===== config.mk =====
export PLATFORM = sky130hd
export DESIGN_NAME = spi_feature_rx
export DESIGN_NICKNAME = d
export VERILOG_FILES = /design/src/rtl/spi_feature_rx.sv
export SDC_FILE = /design/constraint.sdc
export NUM_CORES = 1
export LEC_CHECK = 0
export CAP_MARGIN = 20
export CORE_MARGIN = 2
export CORE_UTILIZATION = 55
export CTS_CLUSTER_DIAMETER = 50
export CTS_CLUSTER_SIZE = 30
export DETAILED_ROUTE_END_ITERATION = 16
export GPL_TIMING_DRIVEN = 1
export MAX_ROUTING_LAYER = met4
export PLACE_DENSITY = 0.71
export SLEW_MARGIN = 20
export SYNTH_ARGS = -nofsm -noshare
export SYNTH_HDL_FRONTEND = slang
export SYNTH_SLANG_ARGS = --single-unit

===== constraint.sdc =====
create_clock -name i_clk -period 6.75 [get_ports i_clk]
set_input_delay 2.025 -clock i_clk [delete_from_list [all_inputs] [get_ports i_clk]]
set_output_delay 2.025 -clock i_clk [all_outputs]
set_load 0.005 [all_outputs]

===== src/rtl/spi_feature_rx.sv =====
// SPI mode-0 slave feeding received feature bytes into a small FWFT FIFO, with frame counting.
// Optional status readback on MISO is enabled by defining SPI_MISO_STATUS_EN.
module spi_feature_rx #(
  parameter int FIFO_DEPTH = 16,
  parameter int FRAME_SIZE = 1024
) (
  input  logic                          i_clk,
  input  logic                          i_rst_n,
  input  logic                          i_spi_sclk,
  input  logic                          i_spi_cs_n,
  input  logic                          i_spi_mosi,
  output logic                          o_spi_miso,
  input  logic                          i_rd_en,
  output logic                          o_feature_valid,
  output logic [7:0]                    o_feature,
  output logic                          o_frame_done,
  output logic                          o_overflow,
  output logic [$clog2(FIFO_DEPTH):0]   o_fifo_level
);

  localparam int AW  = $clog2(FIFO_DEPTH);
  localparam int LW  = AW + 1;
  localparam int FCW = (FRAME_SIZE > 1) ? $clog2(FRAME_SIZE) : 1;

  typedef enum logic {ST_IDLE, ST_SHIFT} state_t;

  logic [2:0]     sclk_sync_q, sclk_sync_d;
  logic [2:0]     cs_n_sync_q, cs_n_sync_d;
  logic [1:0]     mosi_sync_q, mosi_sync_d;
  state_t         state_q, state_d;
  logic [2:0]     bit_cnt_q, bit_cnt_d;
  logic [7:0]     shreg_q, shreg_d;
  logic           push_q, push_d;
  logic [7:0]     push_data_q, push_data_d;
  logic [7:0]     mem_q [FIFO_DEPTH];
  logic [7:0]     mem_d [FIFO_DEPTH];
  logic [AW-1:0]  wr_ptr_q, wr_ptr_d;
  logic [AW-1:0]  rd_ptr_q, rd_ptr_d;
  logic [LW-1:0]  level_q, level_d;
  logic           overflow_q, overflow_d;
  logic [FCW-1:0] frame_cnt_q, frame_cnt_d;
  logic           frame_done_q, frame_done_d;

  logic sclk_rise, cs_fall, cs_rise, mosi_s;
  logic pop, full, wr;

  always_comb begin
    sclk_sync_d = {sclk_sync_q[1:0], i_spi_sclk};
    cs_n_sync_d = {cs_n_sync_q[1:0], i_spi_cs_n};
    mosi_sync_d = {mosi_sync_q[0], i_spi_mosi};
    sclk_rise   = sclk_sync_q[1] & ~sclk_sync_q[2];
    cs_fall     = ~cs_n_sync_q[1] & cs_n_sync_q[2];
    cs_rise     = cs_n_sync_q[1] & ~cs_n_sync_q[2];
    mosi_s      = mosi_sync_q[1];
  end

  // Receive FSM; the completed byte is staged one cycle before it reaches the FIFO.
  always_comb begin
    state_d     = state_q;
    bit_cnt_d   = bit_cnt_q;
    shreg_d     = shreg_q;
    push_d      = 1'b0;
    push_data_d = push_data_q;
    case (state_q)
      ST_IDLE: begin
        if (cs_fall) begin
          state_d   = ST_SHIFT;
          bit_cnt_d = '0;
        end
      end
      ST_SHIFT: begin
        if (cs_rise) begin
          state_d   = ST_IDLE;
          bit_cnt_d = '0;
        end else if (sclk_rise) begin
          shreg_d = {shreg_q[6:0], mosi_s};
          if (bit_cnt_q == 3'd7) begin
            push_d      = 1'b1;
            push_data_d = {shreg_q[6:0], mosi_s};
            bit_cnt_d   = '0;
          end else begin
            bit_cnt_d = bit_cnt_q + 3'd1;
          end
        end
      end
      default: state_d = ST_IDLE;
    endcase
  end

  always_comb begin
    pop          = i_rd_en & (level_q != '0);
    full         = (level_q == LW'(FIFO_DEPTH));
    wr           = push_q & (~full | pop);
    mem_d        = mem_q;
    wr_ptr_d     = wr_ptr_q;
    rd_ptr_d     = rd_ptr_q;
    level_d      = level_q;
    overflow_d   = overflow_q | (push_q & full & ~pop);
    frame_cnt_d  = frame_cnt_q;
    frame_done_d = 1'b0;
    if (wr) begin
      mem_d[wr_ptr_q] = push_data_q;
      wr_ptr_d        = wr_ptr_q + AW'(1);
    end
    if (pop) begin
      rd_ptr_d = rd_ptr_q + AW'(1);
    end
    case ({wr, pop})
      2'b10:   level_d = level_q + LW'(1);
      2'b01:   level_d = level_q - LW'(1);
      default: level_d = level_q;
    endcase
    // Dropped bytes still advance the frame counter to keep frame alignment.
    if (push_q) begin
      if (frame_cnt_q == FCW'(FRAME_SIZE - 1)) begin
        frame_cnt_d  = '0;
        frame_done_d = 1'b1;
      end else begin
        frame_cnt_d = frame_cnt_q + FCW'(1);
      end
    end
  end

  always_ff @(posedge i_clk or negedge i_rst_n) begin
    if (!i_rst_n) begin
      sclk_sync_q  <= '0;
      cs_n_sync_q  <= '1;
      mosi_sync_q  <= '0;
      state_q      <= ST_IDLE;
      bit_cnt_q    <= '0;
      shreg_q      <= '0;
      push_q       <= 1'b0;
      push_data_q  <= '0;
      for (int unsigned i = 0; i < FIFO_DEPTH; i++) mem_q[i] <= '0;
      wr_ptr_q     <= '0;
      rd_ptr_q     <= '0;
      level_q      <= '0;
      overflow_q   <= 1'b0;
      frame_cnt_q  <= '0;
      frame_done_q <= 1'b0;
    end else begin
      sclk_sync_q  <= sclk_sync_d;
      cs_n_sync_q  <= cs_n_sync_d;
      mosi_sync_q  <= mosi_sync_d;
      state_q      <= state_d;
      bit_cnt_q    <= bit_cnt_d;
      shreg_q      <= shreg_d;
      push_q       <= push_d;
      push_data_q  <= push_data_d;
      mem_q        <= mem_d;
      wr_ptr_q     <= wr_ptr_d;
      rd_ptr_q     <= rd_ptr_d;
      level_q      <= level_d;
      overflow_q   <= overflow_d;
      frame_cnt_q  <= frame_cnt_d;
      frame_done_q <= frame_done_d;
    end
  end

  assign o_feature_valid = (level_q != '0);
  assign o_feature       = mem_q[rd_ptr_q];
  assign o_frame_done    = frame_done_q;
  assign o_overflow      = overflow_q;
  assign o_fifo_level    = level_q;

`ifdef SPI_MISO_STATUS_EN
  logic       sclk_fall, cs_active;
  logic [3:0] lvl_sat;
  logic [7:0] status;
  logic [7:0] tx_sh_q, tx_sh_d;
  logic       miso_q, miso_d;
  logic       fd_seen_q, fd_seen_d;

  // Status MSB goes out at CS fall; zero fill makes MISO read 0 after the 8th bit.
  always_comb begin
    sclk_fall = ~sclk_sync_q[1] & sclk_sync_q[2];
    cs_active = ~cs_n_sync_q[1];
    lvl_sat   = (32'(level_q) > 32'd15) ? 4'hF : 4'(level_q);
    status    = {overflow_q, fd_seen_q, 2'b00, lvl_sat};
    tx_sh_d   = tx_sh_q;
    miso_d    = miso_q;
    fd_seen_d = fd_seen_q;
    if (cs_fall) begin
      miso_d    = status[7];
      tx_sh_d   = {status[6:0], 1'b0};
      fd_seen_d = 1'b0;
    end else if (!cs_active) begin
      miso_d  = 1'b0;
      tx_sh_d = '0;
    end else if (sclk_fall) begin
      miso_d  = tx_sh_q[7];
      tx_sh_d = {tx_sh_q[6:0], 1'b0};
    end
    if (frame_done_q) fd_seen_d = 1'b1;
  end

  always_ff @(posedge i_clk or negedge i_rst_n) begin
    if (!i_rst_n) begin
      tx_sh_q   <= '0;
      miso_q    <= 1'b0;
      fd_seen_q <= 1'b0;
    end else begin
      tx_sh_q   <= tx_sh_d;
      miso_q    <= miso_d;
      fd_seen_q <= fd_seen_d;
    end
  end

  assign o_spi_miso = miso_q;
`else
  assign o_spi_miso = 1'b0;
`endif

endmodule


# Word-level counts from Yosys, hierarchy flattened
# Cells that the tools add are included.
# totals
register_bits	181
latchBits	0
mem_bits_rw	0
rom_bits	0
input_bits	6
out_inout_bits	17
n_memories	0
# classes
add_sub_neg	6
mul	0
div	0
n_lt_le_gt_ge	3
n_eq_ne	7
n_shift	0
n_mux	22
bitwise	18
n_reduce_logical	6
# op_table
cell	count
128-bit bitwise mux	1
8-bit binary-select mux with 4-bit select	1
8-bit demux with 4-bit select	1
8-bit two-way mux	3
3-bit two-way mux	4
10-bit by 1-bit adder with 10-bit output, second input constant	1
10-bit == test, second input constant	1
5-bit >= comparator, second input constant	2
10-bit two-way mux	1
4-bit inverter with 5-bit output	2
5-bit one-hot mux with 2 select lines	1
4-bit by 1-bit adder with 4-bit output, second input constant	2
1-bit two-way mux	8
1-bit bitwise AND	7
1-bit inverter	7
3-bit one-hot mux with 2 select lines	1
5-bit by 1-bit adder with 5-bit output, second input constant	1
5-bit == test, second input constant	1
5-bit by 1-bit less-than comparator with 1-bit output, second input constant	1
5-bit nonzero test	1
5-bit by 1-bit subtractor with 5-bit output, second input constant	1
4-bit AND reduction	1
3-bit by 1-bit adder with 3-bit output, second input constant	1
3-bit == test, second input constant	1
other kinds (10)	11

# Longest topological paths before layout
# Gate-level depths: netlist of the first run.
# depth
word_depth	6
mapped_depth	12
mapped_depth_nobuf	10

# Worst setup path before layout of the first run
# No wires, ideal clock.
# synth_timing
path_kind	input to register
start	input i_rd_en
end	register level_q[4] (netlist: o_fifo_level[4])
setup_time_ps	79
t_arrival_ps	3898
path_slack_ps	2773
stages	10
cell_sequence	nor2b_1 > a21boi_1 > inv_1 > ha_1 > clkbuf_1 > xor2_1 > ha_1 > a211oi_1 > nor4_1 > xor2_1
# synth_via
elab_chain_cells	5
# synth_lines
item	line_no	text
start, declared	13	input logic i_rd_en,
1-bit bitwise AND (*)	91	pop = i_rd_en & (level_q != '0);
1-bit bitwise OR	93	wr = push_q & (~full | pop);
1-bit bitwise AND	93	
2-bit by 1-bit == test with 1-bit output / 2-bit == test (equally long branches)	108	case ({wr, pop})
5-bit one-hot mux with 2 select lines / 2-bit nonzero test (equally long branches)	-	
end signal, assigned	153	level_q <= level_d;
end, declared	39	logic [LW-1:0] level_q, level_d;
# Mark *: on every way between the ends. The rest lies on a longest branch, timed or not.
# A chain may end at the register's enable or synchronous reset.

# Final worst setup path of the first run
# layout_timing
start	register rd_ptr_q[0]
end	output o_feature[5]
# layout_via
elab_chain_cells	4
# layout_lines
item	line_no	text
start, declared	38	logic [AW-1:0] rd_ptr_q, rd_ptr_d;
start signal, assigned	152	rd_ptr_q <= rd_ptr_d;
4-bit inverter with 5-bit output (implied by the code)	161	assign o_feature = mem_q[rd_ptr_q];
8-bit binary-select mux with 4-bit select	161	
8-bit two-way mux (implied by the code) (2 in a row)	161	
end, declared	15	output logic [7:0] o_feature,
# Every way passes these cells. The select of a mux whose other input is x is not followed.

==> metrics.txt, run 1 <==
# TYPE chip_impl_metric gauge
chip_impl_info{name="run_status",value="finished, final reports clean"} 1
chip_impl_metric{name="synthesis.area_per_instance",unit="um^2"} 14.1
chip_impl_metric{name="cp.required",unit="ns"} 4.72
chip_impl_metric{name="yosys.cell_types.count",unit=""} 44
chip_impl_metric{name="drt-vias-per-instance",unit=""} 6.05
chip_impl_metric{name="ctsHoldBuffers",unit=""} 0
chip_impl_metric{name="layout-drive-gt1-share",unit="%"} 22.7
chip_impl_metric{name="areaGrowthSynthToFinish",unit="%"} 11.0
chip_impl_metric{name="setup-violations-final",unit=""} 0
chip_impl_info{name="postSynth.topFlopCell",value="dfrtp_1"} 1
chip_impl_metric{name="route.detailed.drc",unit=""} 0
chip_impl_metric{name="clk_pin_slew_worst_setup_hold_paths",unit="ns"} 0.06
chip_impl_metric{name="yosysSeqAreaShare",unit="%"} 55.7
chip_impl_metric{name="avgRoutedWirePerCell",unit="um"} 19.8
chip_impl_metric{name="timing.hold.ws",unit="ns"} 0.355
chip_impl_metric{name="grt_util_all_layers",unit="%"} 22.0
chip_impl_info{name="ctsRootBufferMaster",value="clkbuf_16"} 1
chip_impl_metric{name="finalClockSkew",unit="ns"} 0.00738
chip_impl_metric{name="max-slew-margin-rel",unit="%"} 41.0
chip_impl_metric{name="leakagePower",unit="nW"} 4.42
chip_impl_metric{name="num-nets-final",unit=""} 601
chip_impl_metric{name="die_height",unit="um"} 126
chip_impl_metric{name="comb_power_share",unit="%"} 18.5
chip_impl_info{name="grt_setup_unrepaired",value="no"} 1
chip_impl_metric{name="finalMaxSlewViolations",unit=""} 0
chip_impl_info{name="worst-setup-path-type",value="reg2out"} 1
chip_impl_metric{name="die_span_x",unit="um"} 126
chip_impl_metric{name="cts_max_level",unit=""} 4
chip_impl_metric{name="antenna_cells_inserted",unit=""} 0
chip_impl_metric{name="yosys_warnings",unit=""} 0
chip_impl_metric{name="grt_first_pass_wirelength",unit="um"} 26300
chip_impl_metric{name="area.sequential",unit="um^2"} 4530
chip_impl_metric{name="syn_inst",unit=""} 577
chip_impl_metric{name="cts_inserted_buffers",unit=""} 17
chip_impl_metric{name="switching_power",unit="mW"} 0.771
chip_impl_metric{name="globalRouteOverflowTotal",unit=""} 0
chip_impl_metric{name="post_synth_edffs",unit=""} 0
chip_impl_metric{name="postLayoutCoreUtil",unit="%"} 62.5
chip_impl_info{name="tritoncts_clock_tree",value="yes"} 1
chip_impl_metric{name="detailroute.via_count",unit=""} 4717
chip_impl_metric{name="syn-num-nets",unit=""} 594
chip_impl_metric{name="filler_cell_count",unit=""} 1108
chip_impl_metric{name="grt_max_degree",unit=""} 120
chip_impl_metric{name="placer_congestion_estimate",unit=""} 0.804
chip_impl_metric{name="min_period",unit="ns"} 5.19
chip_impl_metric{name="cp_peak_stage_delay",unit="ns"} 0.78
chip_impl_metric{name="cap_viol_max_count",unit=""} 0
chip_impl_metric{name="multiInputGateArea",unit="um^2"} 3430
chip_impl_metric{name="post_cts_buffers",unit=""} 0
chip_impl_metric{name="row_count",unit=""} 44
chip_impl_metric{name="synthArstFlopShare",unit="%"} 100
chip_impl_metric{name="power.sequential.fraction",unit="%"} 46.4
chip_impl_metric{name="ir_drop",unit="mV"} 0.192
chip_impl_info{name="crit_family",value="buffers and inverters"} 1
chip_impl_info{name="worst_path_max_delay_cell",value="dfrtp_2"} 1
chip_impl_metric{name="initial_utilization",unit="%"} 56.2
chip_impl_info{name="worst_min_path_class",value="reg2reg"} 1
chip_impl_metric{name="syn-cell-area",unit="um^2"} 8140
chip_impl_metric{name="clk_latency",unit="ns"} 0.43
chip_impl_metric{name="worst-path-max-fanout",unit=""} 32
chip_impl_metric{name="worst-path-buf-inv",unit=""} 2
chip_impl_metric{name="initial_antenna_violation_count",unit=""} 0
chip_impl_metric{name="io-pin-count",unit=""} 23
chip_impl_metric{name="p_int",unit="mW"} 1.97
chip_impl_metric{name="first_global_vias",unit=""} 5012
chip_impl_metric{name="drt-initial-drc-count",unit=""} 294
chip_impl_metric{name="io_buffer_count",unit=""} 21
chip_impl_metric{name="cellPowerDensity",unit="nW/um^2"} 303
chip_impl_metric{name="final_min_period_over_clock_period",unit="%"} 76.9
chip_impl_metric{name="clockPowerShare",unit="%"} 35.1
chip_impl_metric{name="timing.final.hold_violations",unit=""} 0
chip_impl_metric{name="fp.coreArea",unit="um^2"} 14500
chip_impl_metric{name="detail_route.first_pass.iterations",unit=""} 4
chip_impl_info{name="layout.cells.most_common",value="dfrtp_1"} 1
chip_impl_metric{name="antenna_violating_nets_post_route",unit=""} 0
chip_impl_metric{name="synth.ff_latch_count",unit=""} 181
chip_impl_metric{name="ctsLongestPathBuffers",unit=""} 2
chip_impl_metric{name="power.switching_fraction",unit="%"} 28.2
chip_impl_info{name="setup.worst_path.start_class",value="flop"} 1
chip_impl_metric{name="fin_total_pwr",unit="mW"} 2.74
chip_impl_metric{name="tightest_slew",unit="ns"} 0.884
chip_impl_metric{name="die_area",unit="um^2"} 15800
chip_impl_info{name="end_kind",value="output port"} 1
chip_impl_metric{name="tns",unit="ns"} 0
chip_impl_metric{name="achievable-frequency",unit="MHz"} 193
chip_impl_metric{name="timing.critical_path.arrival",unit="ns"} 3.16
chip_impl_metric{name="cts_resized",unit=""} 0
chip_impl_metric{name="dp.final_hpwl",unit="um"} 10300
chip_impl_metric{name="finalWirelength",unit="um"} 15400
chip_impl_metric{name="cts.sink_count",unit=""} 181
chip_impl_info{name="layout.cells.most_common_list",value="dfrtp_1, mux2_2, mux2_1"} 1
chip_impl_info{name="cp_cell_sequence",value="buf_4, mux2i_1, a221oi_1, o21ai_0, nand2_1, clkdlybuf4s50_1"} 1
==> cell usage after synthesis, types with 2 or more instances <==
master | instances | area share (%)
dfrtp_1 | 178 | 55
mux2_2 | 77 | 11
mux2_1 | 68 | 9.4
mux2i_1 | 33 | 4.1
nand2_1 | 24 | 1.1
clkbuf_1 | 22 | 1.0
a221oi_1 | 16 | 1.7
mux4_2 | 16 | 4.4
buf_2 | 13 | 0.80
o21ai_0 | 13 | 0.80
ha_1 | 11 | 1.7
xnor2_1 | 11 | 1.2
and2_1 | 10 | 0.77
a22oi_1 | 9 | 0.83
xor2_1 | 9 | 0.97
inv_1 | 8 | 0.37
nor2_1 | 8 | 0.37
nand3_1 | 6 | 0.37
a21oi_1 | 4 | 0.25
nand2b_1 | 4 | 0.31
nand4_1 | 4 | 0.31
a211oi_1 | 3 | 0.28
and3_1 | 3 | 0.23
dfstp_2 | 3 | 0.97
a211oi_2 | 2 | 0.31
a21o_1 | 2 | 0.18
nor2b_1 | 2 | 0.15
nor3b_1 | 2 | 0.18
==> metrics by stage <==
step | setup WS [ns] | std cells | cell area [um^2]
finish | 1.56 | 780 | 9040
global route | 1.34 | 780 | 9040
CTS | 1.54 | 780 | 9040
detailed placement | 2.00 | 749 | 8470
global placement | 2.03 | 749 | 8470
floorplan | 2.77 | 577 | 8140
==> worst reg2reg max path: cells and delay by family, from the launching register on <==
kind / cells / cell delay, ns
flops: 1 / 0.49
buf+inv: 1 / 0.13
xor+xnor: 2 / 0.39
compound gates: 2 / 0.36
fa+ha+maj: 2 / 0.55
simple gates: 2 / 0.86
==> power groups by stage <==
stage          clock network, mW  registers, mW  logic, mW
3_3_place_gp                   0           1.28      0.502
6_report                   0.961           1.27      0.507
3_5_place_dp                   0           1.29      0.512
4_1_cts                    0.984           1.27      0.512
2_1_floorplan                  0           1.20      0.398
5_1_grt                     1.03           1.29      0.557
==> logic make-up after synthesis <==
kind of cell	after synthesis	synth area share, %
xor gates and xnor gates	20	2.15
adders and majority gates	11	1.69
AOI/OAI and AO/OA	56	5.07
other	1	0.0460
buffers and inverters	44	2.27
and+or+nand+nor	70	4.58
muxes	194	28.5
DFF	181	55.7
==> flip-flops by register name (all words and copies together) (netlist names) <==
signal and flops:
mem_q 128, mosi_sync_q 2, cs_n_sync_q 3, shreg_q 7
o_overflow 1, bit_cnt_q 3, frame_cnt_q 10, wr_ptr_q 4
rd_ptr_q 4, o_frame_done 1, sclk_sync_q 3, push_q 1
push_data_q 8, o_fifo_level 5, state_q 1
==> path summary, 6_finish.rpt <==
kind	startpoint	to	slack, ns	cells after the start
setup / recovery	rd_ptr_q[0]	o_feature[5]	1.56	6
hold / removal	mosi_sync_q[0]	mosi_sync_q[1]	0.35	0
setup reg to reg	o_fifo_level[1]	o_fifo_level[4]	3.89	9
hold reg to reg	mosi_sync_q[0]	mosi_sync_q[1]	0.35	0
max in group asynchronous	i_rst_n	mem_q[36]	4.11	2
min in group asynchronous	i_rst_n	mem_q[92]	1.58	1
==> layout make-up <==
| class | instances | share of cell area, % |
|---|---|---|
| multi-input combinational | 352 | 37.9 |
| inverter | 8 | 0.332 |
| clock buffer | 20 | 4.94 |
| tap | 184 | 2.55 |
| sequential | 181 | 50.1 |
| clock inverter | 11 | 1.43 |
| timing repair buffer | 24 | 2.73 |
==> layer usage <==
| metal | vias to the layer above | share of wire, % | global-route usage (%) |
|---|---|---|---|
| li1 | 2133 | - | - |
| met5 | - | 0 | - |
| met4 | 0 | 1.7 | 6.80 |
| met1 | 2488 | 46 | 29.9 |
| met3 | 25 | 3.5 | 4.76 |
| met2 | 71 | 48 | 33.7 |
Power figures use the tool's default switching activity.
==> run 2, diff against run 1 <==
- PLACE_DENSITY: 0.71 -> 0.74
- clock period: 6.75 -> 4.5 ns (I/O delays scaled with it)
==> metrics.txt, run 2 (synthesis gave the netlist of run 1 again) <==
# TYPE chip_impl_metric gauge
chip_impl_info{name="run_status",value="finished, final reports clean"} 1
chip_impl_metric{name="cts_max_level",unit=""} 4
chip_impl_info{name="largest_registers",value="mem_q: 128 flops, frame_cnt_q: 10 flops, push_data_q: 8 flops"} 1
chip_impl_metric{name="grt_first_pass_wirelength",unit="um"} 26900
chip_impl_metric{name="io_buffer_count",unit=""} 21
chip_impl_info{name="layout.cells.most_common",value="dfrtp_1"} 1
chip_impl_metric{name="globalRouteOverflowTotal",unit=""} 0
chip_impl_metric{name="drt-initial-drc-count",unit=""} 245
chip_impl_info{name="setup.worst_path.start_class",value="flop"} 1
chip_impl_metric{name="finalMaxSlewViolations",unit=""} 0
chip_impl_metric{name="clk_latency",unit="ns"} 0.43
chip_impl_metric{name="comb_power_share",unit="%"} 20.2
chip_impl_metric{name="tightest_slew",unit="ns"} 0.857
chip_impl_metric{name="min_period",unit="ns"} 4.18
chip_impl_metric{name="io-pin-count",unit=""} 23
chip_impl_metric{name="die_area",unit="um^2"} 15800
chip_impl_metric{name="switching_power",unit="mW"} 1.20
chip_impl_metric{name="filler_cell_count",unit=""} 1095
chip_impl_metric{name="avgRoutedWirePerCell",unit="um"} 20.3
chip_impl_metric{name="cp.required",unit="ns"} 3.15
chip_impl_metric{name="cap_viol_max_count",unit=""} 0
chip_impl_metric{name="cts_inserted_buffers",unit=""} 17
chip_impl_metric{name="largest_register_ff_count",unit=""} 128
chip_impl_metric{name="detailroute.via_count",unit=""} 4594
chip_impl_metric{name="clockPowerShare",unit="%"} 35.5
chip_impl_metric{name="ir_drop",unit="mV"} 0.306
chip_impl_metric{name="worst-path-max-fanout",unit=""} 18
chip_impl_metric{name="timing.final.hold_violations",unit=""} 0
chip_impl_metric{name="timing.critical_path.arrival",unit="ns"} 2.83
chip_impl_metric{name="worst_slack",unit="ns"} 0.323
chip_impl_metric{name="first_global_vias",unit=""} 4985
chip_impl_metric{name="p_int",unit="mW"} 3.01
chip_impl_metric{name="antenna_violating_nets_post_route",unit=""} 0
chip_impl_info{name="worst-setup-path-type",value="reg2out"} 1
chip_impl_metric{name="antenna_cells_inserted",unit=""} 0
chip_impl_metric{name="die_span_x",unit="um"} 126
chip_impl_info{name="layout.cells.most_common_list",value="dfrtp_1, mux2_2, mux2_1"} 1
chip_impl_metric{name="grt_util_all_layers",unit="%"} 22.7
chip_impl_metric{name="row_count",unit=""} 44
chip_impl_metric{name="worst_slack_placed",unit="ns"} 0.552
chip_impl_metric{name="route.detailed.drc",unit=""} 0
chip_impl_metric{name="initial_antenna_violation_count",unit=""} 0
chip_impl_metric{name="clk_pin_slew_worst_setup_hold_paths",unit="ns"} 0.06
chip_impl_metric{name="dp.final_hpwl",unit="um"} 10500
chip_impl_metric{name="tns",unit="ns"} 0
chip_impl_metric{name="setup-violations-final",unit=""} 0
chip_impl_metric{name="grt_max_degree",unit=""} 95
chip_impl_metric{name="achievable-frequency",unit="MHz"} 239
chip_impl_metric{name="finalWirelength",unit="um"} 15900
chip_impl_metric{name="post_cts_buffers",unit=""} 0
chip_impl_info{name="cp_cell_sequence",value="buf_12, mux4_2, a22oi_1, nand2_1, clkdlybuf4s50_1"} 1
chip_impl_metric{name="initial_utilization",unit="%"} 56.2
chip_impl_metric{name="cellPowerDensity",unit="nW/um^2"} 462
chip_impl_metric{name="hold-path-cell-count",unit=""} 0
chip_impl_info{name="tritoncts_clock_tree",value="yes"} 1
chip_impl_metric{name="final_min_period_over_clock_period",unit="%"} 92.8
chip_impl_metric{name="cts.sink_count",unit=""} 181
chip_impl_metric{name="areaGrowthSynthToFinish",unit="%"} 11.9
chip_impl_metric{name="drt-vias-per-instance",unit=""} 5.86
chip_impl_info{name="end_kind",value="output port"} 1
chip_impl_info{name="ctsRootBufferMaster",value="clkbuf_16"} 1
chip_impl_metric{name="power.sequential.fraction",unit="%"} 44.3
chip_impl_metric{name="cts_resized",unit=""} 0
chip_impl_metric{name="num-nets-final",unit=""} 604
chip_impl_metric{name="timing.hold.ws",unit="ns"} 0.360
chip_impl_info{name="grt_setup_unrepaired",value="no"} 1
chip_impl_metric{name="leakagePower",unit="nW"} 4.47
chip_impl_metric{name="ctsLongestPathBuffers",unit=""} 2
chip_impl_metric{name="finalClockSkew",unit="ns"} 0.00938
chip_impl_metric{name="max-slew-margin-rel",unit="%"} 42.9
chip_impl_metric{name="worst-r2r-cell-count",unit=""} 9
chip_impl_metric{name="placer_congestion_estimate",unit=""} 0.898
chip_impl_metric{name="fp.coreArea",unit="um^2"} 14500
chip_impl_metric{name="cp_peak_stage_delay",unit="ns"} 0.76
chip_impl_metric{name="ctsHoldBuffers",unit=""} 0
chip_impl_info{name="worst_min_path_class",value="reg2reg"} 1
chip_impl_metric{name="layout-drive-gt1-share",unit="%"} 23.3
chip_impl_metric{name="power.switching_fraction",unit="%"} 28.5
chip_impl_metric{name="die_height",unit="um"} 126
chip_impl_info{name="register_with_the_highest_flop_count",value="mem_q"} 1
chip_impl_info{name="worst_path_max_delay_cell",value="dfrtp_2"} 1
chip_impl_metric{name="detail_route.first_pass.iterations",unit=""} 4
-- run 2: worst paths after layout --
| kind | slack [ns] | startpoint | to |
|---|---|---|---|
| worst max-delay path | 0.32 | rd_ptr_q[0] | o_feature[3] |
| worst min-delay path | 0.36 | cs_n_sync_q[0] | cs_n_sync_q[1] |
| worst max register to register | 1.68 | o_fifo_level[1] | o_fifo_level[4] |
| worst min register to register | 0.36 | cs_n_sync_q[0] | cs_n_sync_q[1] |
| max in group asynchronous | 2.58 | i_rst_n | mem_q[110] |
| min in group asynchronous | 1.01 | i_rst_n | mem_q[70] |
-- run 2: through the flow --
step	std cells	util, %	power [mW]	area, um^2
floorplan	577	-	2.39	8140
global placement	752	58.8	2.72	8510
detailed placement	752	58.8	2.75	8510
CTS	784	63.0	4.25	9110
global route	784	63.0	4.41	9110
finish	784	63.0	4.21	9110
-- run 2: metal layers --
layer,track usage (%),vias to the layer above,routed length (um),part of all wire [%]
met3,4.84,15,419,2.6
met1,30.0,2389,7370,46
li1,-,2139,-,-
met5,-,-,0,0
met4,7.25,0,215,1.4
met2,35.6,51,7920,50
-- run 2: cell type report --
| type | instances | area [um^2] | area share (%) |
|---|---|---|---|
| inverter | 8 | 30.0 | 0.329 |
| sequential | 181 | 4530 | 49.7 |
| tap | 184 | 230 | 2.53 |
| timing repair buffer | 27 | 294 | 3.23 |
| multi-input combinational | 352 | 3430 | 37.6 |
| clock buffer | 20 | 457 | 5.01 |
| clock inverter | 12 | 144 | 1.58 |
-- run 2: critical path: cells and delay by family (launching register included) --
family	cells	cell delay, ns
compound gates	1	0.22
flops	1	0.76
buf+inv	2	0.73
mux	1	0.56
simple gates	1	0.11
-- run 2: power by group through the flow --
| stage | combinational [mW] | sequential, mW | clock (mW) |
|---|---|---|---|
| after detailed placement | 0.856 | 1.89 | 0 |
| final | 0.851 | 1.86 | 1.49 |
| after CTS | 0.857 | 1.86 | 1.52 |
| after floorplan | 0.597 | 1.79 | 0 |
| after global routing | 0.927 | 1.88 | 1.60 |
| after global placement | 0.837 | 1.88 | 0 |
==> run 3, diff against run 2 <==
- ABC_AREA: default -> 1
==> metrics.txt, run 3 <==
# TYPE chip_impl_metric gauge
chip_impl_info{name="setup.worst_path.start_class",value="flop"} 1
chip_impl_info{name="hold_path_end",value="mosi_sync_q[1]"} 1
chip_impl_info{name="layout.cells.most_common",value="nand2_1"} 1
chip_impl_info{name="postSynth.topFlopCell",value="dfrtp_1"} 1
chip_impl_metric{name="timing.critical_path.arrival",unit="ns"} 2.82
chip_impl_metric{name="route.detailed.drc",unit=""} 0
chip_impl_info{name="tritoncts_clock_tree",value="yes"} 1
chip_impl_metric{name="syn_inst",unit=""} 1108
chip_impl_metric{name="initial_antenna_violation_count",unit=""} 0
chip_impl_metric{name="post_cts_buffers",unit=""} 0
chip_impl_info{name="crit_path_start",value="rd_ptr_q[1]"} 1
chip_impl_metric{name="fp.coreArea",unit="um^2"} 15800
chip_impl_info{name="largest_registers",value="mem_q: 128 flops, frame_cnt_q: 10 flops, push_data_q: 8 flops"} 1
chip_impl_metric{name="ir_drop",unit="mV"} 0.324
chip_impl_metric{name="avgRoutedWirePerCell",unit="um"} 16.6
chip_impl_metric{name="setup-violations-final",unit=""} 0
chip_impl_metric{name="drt-vias-per-instance",unit=""} 5.55
chip_impl_metric{name="synth_top_cell_area_share",unit="%"} 50.2
chip_impl_metric{name="cts_inserted_buffers",unit=""} 17
chip_impl_metric{name="worst-path-max-fanout",unit=""} 12
chip_impl_info{name="layout.cells.most_common_list",value="nand2_1, dfrtp_1, nand3_1"} 1
chip_impl_metric{name="row_count",unit=""} 46
chip_impl_metric{name="dp.final_hpwl",unit="um"} 14300
chip_impl_info{name="worst-setup-path-type",value="reg2out"} 1
chip_impl_metric{name="io_buffer_count",unit=""} 21
chip_impl_metric{name="synthesis.area_per_instance",unit="um^2"} 8.01
chip_impl_metric{name="globalRouteOverflowTotal",unit=""} 0
chip_impl_metric{name="tightest_slew",unit="ns"} 1.02
chip_impl_metric{name="finalMaxSlewViolations",unit=""} 0
chip_impl_metric{name="die_height",unit="um"} 131
chip_impl_metric{name="ctsHoldBuffers",unit=""} 0
chip_impl_metric{name="yosys.cell_types.count",unit=""} 37
chip_impl_metric{name="leakagePower",unit="nW"} 4.96
chip_impl_info{name="synth.top_cells.by_count",value="nand2_1, dfrtp_1, nand3_1"} 1
chip_impl_metric{name="clk_pin_slew_worst_setup_hold_paths",unit="ns"} 0.07
chip_impl_metric{name="areaGrowthSynthToFinish",unit="%"} 9.53
chip_impl_metric{name="finalClockSkew",unit="ns"} 0.00930
chip_impl_metric{name="detail_route.first_pass.iterations",unit=""} 6
chip_impl_metric{name="post_synth_edffs",unit=""} 0
chip_impl_metric{name="tns",unit="ns"} 0
chip_impl_info{name="globalRoute.busiestLayer",value="met2"} 1
chip_impl_metric{name="drt-initial-drc-count",unit=""} 829
chip_impl_metric{name="max-slew-margin-rel",unit="%"} 31.9
chip_impl_metric{name="first_global_vias",unit=""} 6813
chip_impl_metric{name="cts_resized",unit=""} 0
chip_impl_metric{name="die_area",unit="um^2"} 17200
chip_impl_metric{name="syn-num-nets",unit=""} 1125
chip_impl_metric{name="yosysSeqAreaShare",unit="%"} 51.1
chip_impl_metric{name="cts.sink_count",unit=""} 181
chip_impl_metric{name="num-nets-final",unit=""} 1119
chip_impl_metric{name="register_to_register_setup_slack",unit="ns"} 2.13
chip_impl_metric{name="cap_viol_max_count",unit=""} 0
chip_impl_metric{name="finalWirelength",unit="um"} 22100
chip_impl_info{name="r2r_start",value="o_fifo_level[1]"} 1
chip_impl_metric{name="clk_latency",unit="ns"} 0.44
chip_impl_metric{name="largest_register_ff_count",unit=""} 128
chip_impl_info{name="grt_setup_unrepaired",value="no"} 1
chip_impl_metric{name="timing.final.hold_violations",unit=""} 0
chip_impl_metric{name="met2_use_gr",unit="%"} 41.7
chip_impl_metric{name="min_period",unit="ns"} 4.17
chip_impl_info{name="ctsRootBufferMaster",value="clkbuf_16"} 1
chip_impl_info{name="end_kind",value="output port"} 1
chip_impl_info{name="post_synth_main_area_contributors",value="dfrtp_1, nand2_1, nand3_1"} 1
chip_impl_info{name="worst_min_path_class",value="reg2reg"} 1
chip_impl_metric{name="hold-path-cell-count",unit=""} 0
chip_impl_metric{name="gr-usage-met3",unit="%"} 6.09
chip_impl_metric{name="detailroute.via_count",unit=""} 7392
chip_impl_metric{name="initial_utilization",unit="%"} 56.1
chip_impl_metric{name="postLayoutCoreUtil",unit="%"} 61.4
chip_impl_metric{name="die_span_x",unit="um"} 131
chip_impl_metric{name="syn-cell-area",unit="um^2"} 8880
chip_impl_info{name="yosys.cell_count.top_type",value="nand2_1"} 1
chip_impl_metric{name="antenna_violating_nets_post_route",unit=""} 0
chip_impl_metric{name="cellPowerDensity",unit="nW/um^2"} 469
chip_impl_metric{name="antenna_cells_inserted",unit=""} 0
chip_impl_info{name="register_with_the_highest_flop_count",value="mem_q"} 1
chip_impl_info{name="synth_top_cell_by_area",value="dfrtp_1"} 1
chip_impl_metric{name="worst-r2r-cell-count",unit=""} 16
chip_impl_metric{name="grt_first_pass_wirelength",unit="um"} 36000
chip_impl_metric{name="grt.met1_usage",unit="%"} 38.8
chip_impl_info{name="hp-start",value="mosi_sync_q[0]"} 1
chip_impl_metric{name="yosys_warnings",unit=""} 0
chip_impl_metric{name="placer_congestion_estimate",unit=""} 0.935
chip_impl_metric{name="layout-drive-gt1-share",unit="%"} 9.15
chip_impl_metric{name="final_min_period_over_clock_period",unit="%"} 92.7
chip_impl_metric{name="ctsLongestPathBuffers",unit=""} 2
chip_impl_metric{name="grt_util_all_layers",unit="%"} 28.5
chip_impl_metric{name="cts_max_level",unit=""} 4
chip_impl_metric{name="synth.ff_latch_count",unit=""} 181
chip_impl_info{name="run_status",value="finished, final reports clean"} 1
chip_impl_metric{name="synthArstFlopShare",unit="%"} 100
chip_impl_metric{name="cp.required",unit="ns"} 3.15
chip_impl_metric{name="achievable-frequency",unit="MHz"} 240
chip_impl_metric{name="grt_max_degree",unit=""} 82
chip_impl_info{name="rr_endpoint",value="o_fifo_level[4]"} 1
chip_impl_metric{name="io-pin-count",unit=""} 23
run 3: cell count changes after synthesis, moves of 31 or more:
| cell | before | now |
|---|---|---|
| mux2_1 | 68 | 0 |
| inv_1 | 8 | 39 |
| o21ai_0 | 13 | 52 |
| mux2_2 | 77 | 1 |
| nand2_1 | 24 | 429 |
| mux2i_1 | 33 | 0 |
| nor2_1 | 8 | 51 |
| a21oi_1 | 4 | 37 |
| nand3_1 | 6 | 149 |
run 3: worst max path at each step:
stage	cells past startpoint	to
after global routing	9	o_feature[3]
after floorplan	14	o_fifo_level[4]
after CTS	9	o_feature[6]
final	9	o_feature[6]
after global placement	9	o_feature[6]
after detailed placement	9	o_feature[6]
run 3: cell families after synthesis:
family | after synthesis | share of synthesized area, %
xor+xnor | 12 | 1.18
mux | 1 | 0.127
compound gates | 112 | 6.89
fa+ha+maj | 11 | 1.55
buf+inv | 103 | 5.85
other cells | 1 | 0.0422
flops | 181 | 51.1
simple gates | 687 | 33.3
run 3: layout make-up:
class / count / area [um^2]
Fill cell: 1383 / 6100
Timing Repair Buffer: 31 / 349
Sequential cell: 181 / 4530
Clock buffer: 17 / 425
Clock inverter: 15 / 140
Inverter: 47 / 179
Tap cell: 216 / 270
Multi-Input combinational cell: 824 / 3830
run 3: metrics by stage:
stage	instances	worst slack (ns)	power, mW	hold WS [ns]	area, um^2
3_3_place_gp	1299	0.848	3.13	0.333	9160
4_1_cts	1331	0.368	4.57	0.352	9720
5_1_grt	1331	0.191	4.82	0.356	9720
6_report	1331	0.329	4.57	0.351	9720
2_1_floorplan	1108	1.77	2.63	0.331	8880
3_5_place_dp	1299	0.835	3.13	0.335	9160
run 3: report_power, final:
group / total [mW] / switching [mW] / internal (mW)
clock: 1.45 / 0.717 / 0.733
combinational: 1.34 / 0.827 / 0.515
sequential: 1.77 / 0.0826 / 1.69
run 3: routing by layer:
layer	vias to the layer above	share of wire (%)
met5	-	0
met4	0	3.7
met3	60	7.3
met2	284	45
met1	3487	44
li1	3561	-
run 3: worst max-delay path, stage by stage (launching register included):
cell and delay [ns]:
dfrtp_1 0.51, buf_4 0.24, nand2_1 0.34, inv_1 0.24
nand3_1 0.11, nand2_1 0.05, a21oi_1 0.17, nand2_1 0.10
nand2_1 0.10, clkdlybuf4s50_1 0.50
